[src/rtl/rr_arb_4_enc.sv]
// rr_arb_4_enc: 4-requester round-robin arbiter with a 2-bit encoded grant
// index for a downstream 2x4 decoder select. The grant is held until the
// owner drops its request; the pointer then advances past the owner.
// Optional feature: define RR_ARB_TIMEOUT_EN to add a hold counter that
// forcibly ends a grant after TIMEOUT_CYCLES cycles when others are waiting.
module rr_arb_4_enc #(
   parameter int TIMEOUT_CYCLES = 8
) (
   input  logic       clk,
   input  logic       rst,
   input  logic [3:0] req,
   output logic [1:0] gnt_idx,
   output logic       gnt_valid,
   output logic [1:0] ptr
);

   typedef enum logic {
      IDLE  = 1'b0,
      GRANT = 1'b1
   } state_t;

   state_t     state;
   state_t     state_nxt;
   logic [1:0] idx_nxt;
   logic [1:0] ptr_nxt;
   logic [3:0] others;
   logic [3:0] scan_req;
   logic [1:0] scan_base;
   logic       sel_found;
   logic [1:0] sel_idx;
   logic       timeout_hit;
   logic       end_grant;

   // Returns {found, index} of the first set bit scanning base, base+1, ...
   // modulo 4; the descending loop lets the lowest offset win.
   function automatic logic [2:0] rr_pick(input logic [3:0] r, input logic [1:0] base);
      logic [1:0] j;
      rr_pick = 3'b000;
      for (int k = 3; k >= 0; k--) begin
         j = base + 2'(k);
         if (r[j]) rr_pick = {1'b1, j};
      end
   endfunction

   // Requests other than the current owner; a grant that ends never
   // re-selects its own requester on the same edge.
   assign others = req & ~(4'b0001 << gnt_idx);

`ifdef RR_ARB_TIMEOUT_EN
   logic [7:0] hold_cnt;

   assign timeout_hit = (hold_cnt == 8'(TIMEOUT_CYCLES - 1)) && (others != 4'b0000);

   // Hold counter: clears on every new grant, counts GRANT cycles, saturates.
   always_ff @(posedge clk or posedge rst) begin
      if (rst) begin
         hold_cnt <= 8'd0;
      end else if (state_nxt == GRANT && (state == IDLE || end_grant)) begin
         hold_cnt <= 8'd0;
      end else if (state == GRANT && hold_cnt != 8'(TIMEOUT_CYCLES - 1)) begin
         hold_cnt <= hold_cnt + 8'd1;
      end
   end
`else
   logic [7:0] unused_timeout_cfg;

   assign unused_timeout_cfg = 8'(TIMEOUT_CYCLES);
   assign timeout_hit        = 1'b0;
`endif

   assign end_grant = (state == GRANT) && (!req[gnt_idx] || timeout_hit);

   // Scan from ptr when idle; when a grant ends, scan from the post-grant
   // pointer so the hand-off happens on the same edge.
   assign scan_base = (state == GRANT) ? (gnt_idx + 2'd1) : ptr;
   assign scan_req  = (state == GRANT) ? others : req;
   assign {sel_found, sel_idx} = rr_pick(scan_req, scan_base);

   // State, grant index and pointer registers.
   always_ff @(posedge clk or posedge rst) begin
      if (rst) begin
         state   <= IDLE;
         gnt_idx <= 2'b00;
         ptr     <= 2'b00;
      end else begin
         state   <= state_nxt;
         gnt_idx <= idx_nxt;
         ptr     <= ptr_nxt;
      end
   end

   // Next-state logic: grant from idle, hold, or hand off when a grant ends.
   always_comb begin
      state_nxt = state;
      idx_nxt   = gnt_idx;
      ptr_nxt   = ptr;
      case (state)
         IDLE: begin
            if (sel_found) begin
               state_nxt = GRANT;
               idx_nxt   = sel_idx;
            end
         end
         GRANT: begin
            if (end_grant) begin
               ptr_nxt = gnt_idx + 2'd1;
               if (sel_found) begin
                  idx_nxt = sel_idx;
               end else begin
                  state_nxt = IDLE;
               end
            end
         end
         default: state_nxt = IDLE;
      endcase
   end

   assign gnt_valid = (state == GRANT);

endmodule

[config.mk]
export PLATFORM = sky130hd
export DESIGN_NAME = rr_arb_4_enc
export DESIGN_NICKNAME = d
export VERILOG_FILES = /design/src/rtl/rr_arb_4_enc.sv
export SDC_FILE = /design/constraint.sdc
export NUM_CORES = 1
export LEC_CHECK = 0
export ABC_AREA = 1
export ABC_CLOCK_PERIOD_IN_PS = 2300
export BUFFER_PORTS_ARGS = -buffer_cell sky130_fd_sc_hd__buf_2
export CORE_UTILIZATION = 44
export CTS_BUF_LIST = sky130_fd_sc_hd__clkbuf_16
export DETAILED_ROUTE_END_ITERATION = 10
export PLACE_DENSITY = 0.66
export SLEW_MARGIN = 40
export SYNTH_ARGS = -nofsm -noshare
export SYNTH_HDL_FRONTEND = slang
export SYNTH_SLANG_ARGS = --single-unit
[constraint.sdc]
create_clock -name clk -period 2.3 [get_ports clk]
set_input_delay 0.46 -clock clk [delete_from_list [all_inputs] [get_ports clk]]
set_output_delay 0.46 -clock clk [all_outputs]
set_load 0.03 [all_outputs]
### After elaboration in Yosys (flattened, before gate mapping)

Cells that the tools add are included.

| operators by class | value |
|---|---|
| add/sub/neg operators | 4 |
| order comparisons | 5 |
| equal/unequal tests | 1 |
| shift-type cells | 1 |
| muxes and demuxes | 22 |
| bitwise logic cells | 3 |
| reduce and logical (&&, ||, !) cells | 3 |

Operators by type and width:

| operator | count |
|---|---|
| 2-bit by 3-bit < comparator with 1-bit output (second input constant) | 5 |
| 3-bit 2-to-1 mux | 4 |
| 1-bit binary-select mux with 2-bit select | 5 |
| 1-bit 2-to-1 mux | 7 |
| 2-bit 2-to-1 mux | 3 |
| 2-bit by 1-bit adder with 2-bit output (second input constant) | 2 |
| 2-bit adder (second input constant) | 2 |
| 4-bit bitwise AND | 1 |
| 4-bit 2-to-1 mux | 1 |
| 4-bit NOT | 1 |
| 2-bit one-hot mux with 2 select lines | 1 |
| 1-bit by 2-bit left shift with 4-bit output (first input constant) | 1 |
| 2-bit by 1-bit inequality test with 1-bit output (second input constant) | 1 |
| 1-bit one-hot mux with 2 select lines | 1 |
| 2-bit AND reduction | 1 |
| 1-bit logical AND | 1 |
| 1-bit zero test | 1 |
| 1-bit NOT | 1 |

| word-level totals | value |
|---|---|
| bits in registers | 5 |
| input bits | 6 |
| output and inout bits | 5 |
| word-level logic and storage cells | 42 |

### Depth between registers and ports, before layout

| logic depth | value |
|---|---|
| depth in word-level cells | 13 |
| mapped depth | 14 |
| depth with buffers taken out | 14 |

### Worst setup path after synthesis

OpenSTA, ideal clock, no wires.

| timing | value |
|---|---|
| path type | register to register |
| start | register gnt_idx[0] |
| end | register gnt_idx[0] |
| setup time | 0.118 ns |
| arrival | 1.713 ns |
| required time | 2.182 ns |
| setup slack | 0.469 ns |
| cell stages (with the launch flop) | 13 |
| path buffers | 0 |
| period minus slack after synthesis | 1.831 ns |
| cell sequence | dfrtp_1 inv_2 ha_1 inv_1 nand2_1 nand2_1 nand2_1 nand2_1 nand2_1 nand3_1 nand3_1 nand3_1 nand2_1 |

| between the ends | value |
|---|---|
| longest elaborated chain between the ends | 13 |

RTL lines:

| what | line | source |
|---|---|---|
| from (decl) | 12 | `output logic [1:0] gnt_idx,` |
| from (signal assigned) | 87 | `gnt_idx <= idx_nxt;` |
| branches (longest 13 deep; another with 2-bit by 1-bit adder with 2-bit output) | -- |  |

Parallel ways; which one is timed is not known. The select of a mux whose other input is x is not followed.
A chain may end at the register's enable or synchronous reset.

### Final worst setup path

| timing | value |
|---|---|
| start | register state, in the netlist gnt_valid |
| end | register gnt_idx[1] |

| between the ends | value |
|---|---|
| longest elaborated chain between the ends | 11 |

RTL lines:

| what | line | source |
|---|---|---|
| from (decl) | 22 | `state_t state;` |
| from (signal assigned) | 86 | `state <= state_nxt;` |
| 2-bit 2-to-1 mux | 75 | `assign scan_base = (state == GRANT) ? (gnt_idx + 2'd1) : ptr;` |
| 2-bit adder | 40 | `j = base + 2'(k);` |
| 1-bit binary-select mux with 2-bit select | 41 | `if (r[j]) rr_pick = {1'b1, j};` |
| 1-bit 2-to-1 mux (not written as such) | 41 |  |
| 3-bit 2-to-1 mux (4 in a row) | 41 |  |
| 2-bit 2-to-1 mux | 99, 107 |  |
| 2-bit 2-to-1 mux | 105 | `if (end_grant) begin` |
| 2-bit one-hot mux with 2 select lines | 97 | `case (state)` |

Parallel ways exist; a longest one is shown, timed or not. The select of a mux whose other input is x is not followed.

==> results.rst <==
.. list-table::
   :header-rows: 1

   * - Metric
     - Value
   * - First-pass GRT wire length
     - 2.17 mm
   * - Most frequent cells in the layout
     - sky130_fd_sc_hd__nand2_1, sky130_fd_sc_hd__inv_1, sky130_fd_sc_hd__buf_2
   * - Number of buffer and inverter stages on the critical path
     - 2
   * - Dominant delay contributor by cell family on the critical path
     - simple AND/OR/NAND/NOR gates
   * - Clock-pin slew on the worst setup and hold paths
     - 0.03 ns
   * - TritonCTS Buffers
     - 3
   * - Sequential standard cell area
     - 125 µm²
   * - Total wire length after detailed routing
     - 1.37 mm
   * - Worst-path fanout max
     - 12
   * - Count of hold buffers inserted by post-cts repair
     - 0
   * - Synth Cell Area
     - 616 µm²
   * - Synth Area per Inst
     - 5.81 µm²
   * - Layout Area Growth over Synthesis
     - 23.4%
   * - Initial antenna violation count
     - 0
   * - RSZ-0062 raised after global routing
     - no
   * - Crit end category
     - flop
   * - Startpoint type of the worst setup path
     - flop
   * - CTS tree
     - built
   * - GR Overflow Total
     - 0
   * - Number of setup buffers added after CTS
     - 0
   * - Most used routing layer
     - met2
   * - Via count
     - 633
   * - GRT met1 Usage
     - 25.6%
   * - Mapped Nets
     - 116
   * - GR Util met3
     - 5.68%
   * - CP Class
     - reg -> reg
   * - Multi-input combinational cell area
     - 415 µm²
   * - Largest net degree at the start of global routing
     - 13
   * - Drt first pass iters
     - 4
   * - Number of global-route vias before repair
     - 530
   * - Core area
     - 1300 µm²
   * - WP data required
     - 2.41 ns
   * - N_diodes
     - 0
   * - Clock tree root buffer cell
     - sky130_fd_sc_hd__clkbuf_16
   * - Clock buffer depth
     - 2
   * - Part of the Yosys area used for sequential elements
     - 20.3%
   * - Register bit total from synthesis
     - 5
   * - Total number of H-tree levels
     - 1
   * - Site row count
     - 13
   * - Post-detailed-route via-to-cell ratio
     - 4.69
   * - Width of the die
     - 39.4 µm
   * - Fin Hold WS
     - 0.124 ns
   * - Detailed-route DRC error count
     - 0
   * - Final Hold Fails
     - 0
   * - Met2 track demand over resource
     - 35.2%
   * - Total cell area at the placement stage
     - 681 µm²
   * - Antenna Nets Post-Route
     - 0
   * - Total of cells resized after clock tree synthesis
     - 0
   * - Worst min-delay path class
     - in -> async
   * - Total GRT Usage
     - 21.5%
   * - Clock latency reported for the late side of the worst-skew pair
     - 0.23 ns
   * - Number of top-level pins
     - 11
   * - Total number of nets in the final design
     - 131
   * - Gpl congestion
     - 0.780
   * - HPWL Detailed
     - 1.10 mm
   * - Maximum Capacitance Violations
     - 0
   * - Buffers added on ports
     - 10
   * - Final setup violation count
     - 0
   * - Transition time of the tightest slew-check pin
     - 0.455 ns
   * - Status
     - completed
   * - Post-Synthesis Cells
     - 106
   * - Post-detailed-route wirelength per cell
     - 10.2 µm
   * - Initial DRC count
     - 18
   * - Die area
     - 1550 µm²
   * - F_max
     - 581 MHz
   * - Slowest stage cell on the critical path
     - sky130_fd_sc_hd__dfrtp_1
   * - Sink Count
     - 5
   * - Final critical-path required period
     - 1.72 ns
   * - Arrival @ worst endpoint
     - 1.83 ns
   * - Count of filler cells inserted in the layout
     - 135
   * - Clock skew
     - 0.000227 ns
   * - Synth cell types
     - 14
   * - Max Transition Viols Final
     - 0
   * - Die H
     - 39.4 µm
   * - Delay of the slowest cell on the worst path
     - 0.61 ns
   * - Remaining max-slew budget at the tightest pin
     - 69.7%
   * - Sum of negative setup slack
     - 0 ns
   * - Chain of cells forming the critical path
     - inv_1 -> nand2_1 -> nand2_4 -> nand2_1 -> nand2_2 -> nor2_2 -> nand2_2 -> nand2_4 -> inv_2 -> nor2_1 -> a21oi_1
   * - Commonest non-fill, non-tap cell in the layout
     - sky130_fd_sc_hd__nand2_1
   * - Starting Density
     - 47.3%
   * - Final period util
     - 74.9%
   * - Final Cell Area
     - 759 µm²
   * - Ratio of cells with drive above 1 in the final layout
     - 25.0%
   * - Count of synthesis-stage warnings from yosys
     - 0
## metrics by stage
| stage | worst slack, ns | std cells | utilization [%] |
|---|---|---|---|
| CTS | 0.566 | 135 | 58.4 |
| global placement | 0.585 | 131 | 52.3 |
| global route | 0.346 | 135 | 58.4 |
| finish | 0.578 | 135 | 58.4 |
| detailed placement | 0.578 | 131 | 52.3 |
| floorplan | 0.469 | 106 | - |
## metal layers
| metal | wire (µm) | share of wire [%] | up-vias |
|---|---|---|---|
| li1 | - | - | 345 |
| met1 | 630 | 46 | 270 |
| met2 | 680 | 50 | 15 |
| met3 | 42 | 3.1 | 3 |
| met4 | 19 | 1.4 | 0 |
| met5 | 0 | 0 | - |
## final timing paths
path                         endpoint  cells past startpoint  startpoint  slack [ns]
setup / recovery           gnt_idx[1]                     11   gnt_valid        0.58
hold / removal                 ptr[0]                      2         rst        0.12
setup reg to reg           gnt_idx[1]                     11   gnt_valid        0.58
hold reg to reg                ptr[1]                      2      ptr[1]        0.54
max in group asynchronous  gnt_idx[0]                      2         rst        2.00
min in group clk               ptr[1]                      2      ptr[1]        0.54
## state kept, by name, summed over array words and instances (netlist names)
name,count
gnt_valid,1
ptr,2
gnt_idx,2
## layout make-up
cell class,count,share of cell area [%]
Multi-Input combinational cell,83,54.7
Timing Repair Buffer,11,7.58
Clock buffer,3,9.88
Sequential cell,5,16.5
Clock inverter,1,0.494
Tap cell,15,2.47
Inverter,17,8.40
## synthesized netlist by cell type, drive strengths merged
| cell | number | share of area, % |
|---|---|---|
| ha | 4 | 8.1 |
| dfrtp | 5 | 20 |
| buf | 1 | 1.8 |
| inv | 17 | 10 |
| nand2 | 61 | 43 |
| nor2 | 4 | 2.8 |
| nand3 | 9 | 7.3 |
| a21oi | 1 | 0.81 |
| o21ai | 4 | 5.1 |
## worst reg2reg max path, delay by kind of cell, from the launching register on
kind                   cells  cell delay, ns
AOI/OAI and AO/OA          1            0.05
and+or+nand+nor            8            0.75
DFF                        1            0.61
buffers and inverters      2            0.20
## cell families after synthesis
| kind of cell | share of synthesized area, % |
|---|---|
| and+or+nand+nor | 53.5 |
| buffers and inverters | 12.2 |
| AOI/OAI and AO/OA | 5.89 |
| DFF | 20.3 |
| adders and majority gates | 8.13 |
Power is not shown: default switching activity piles up to over one toggle a cycle in this logic, so the estimate is an artifact.
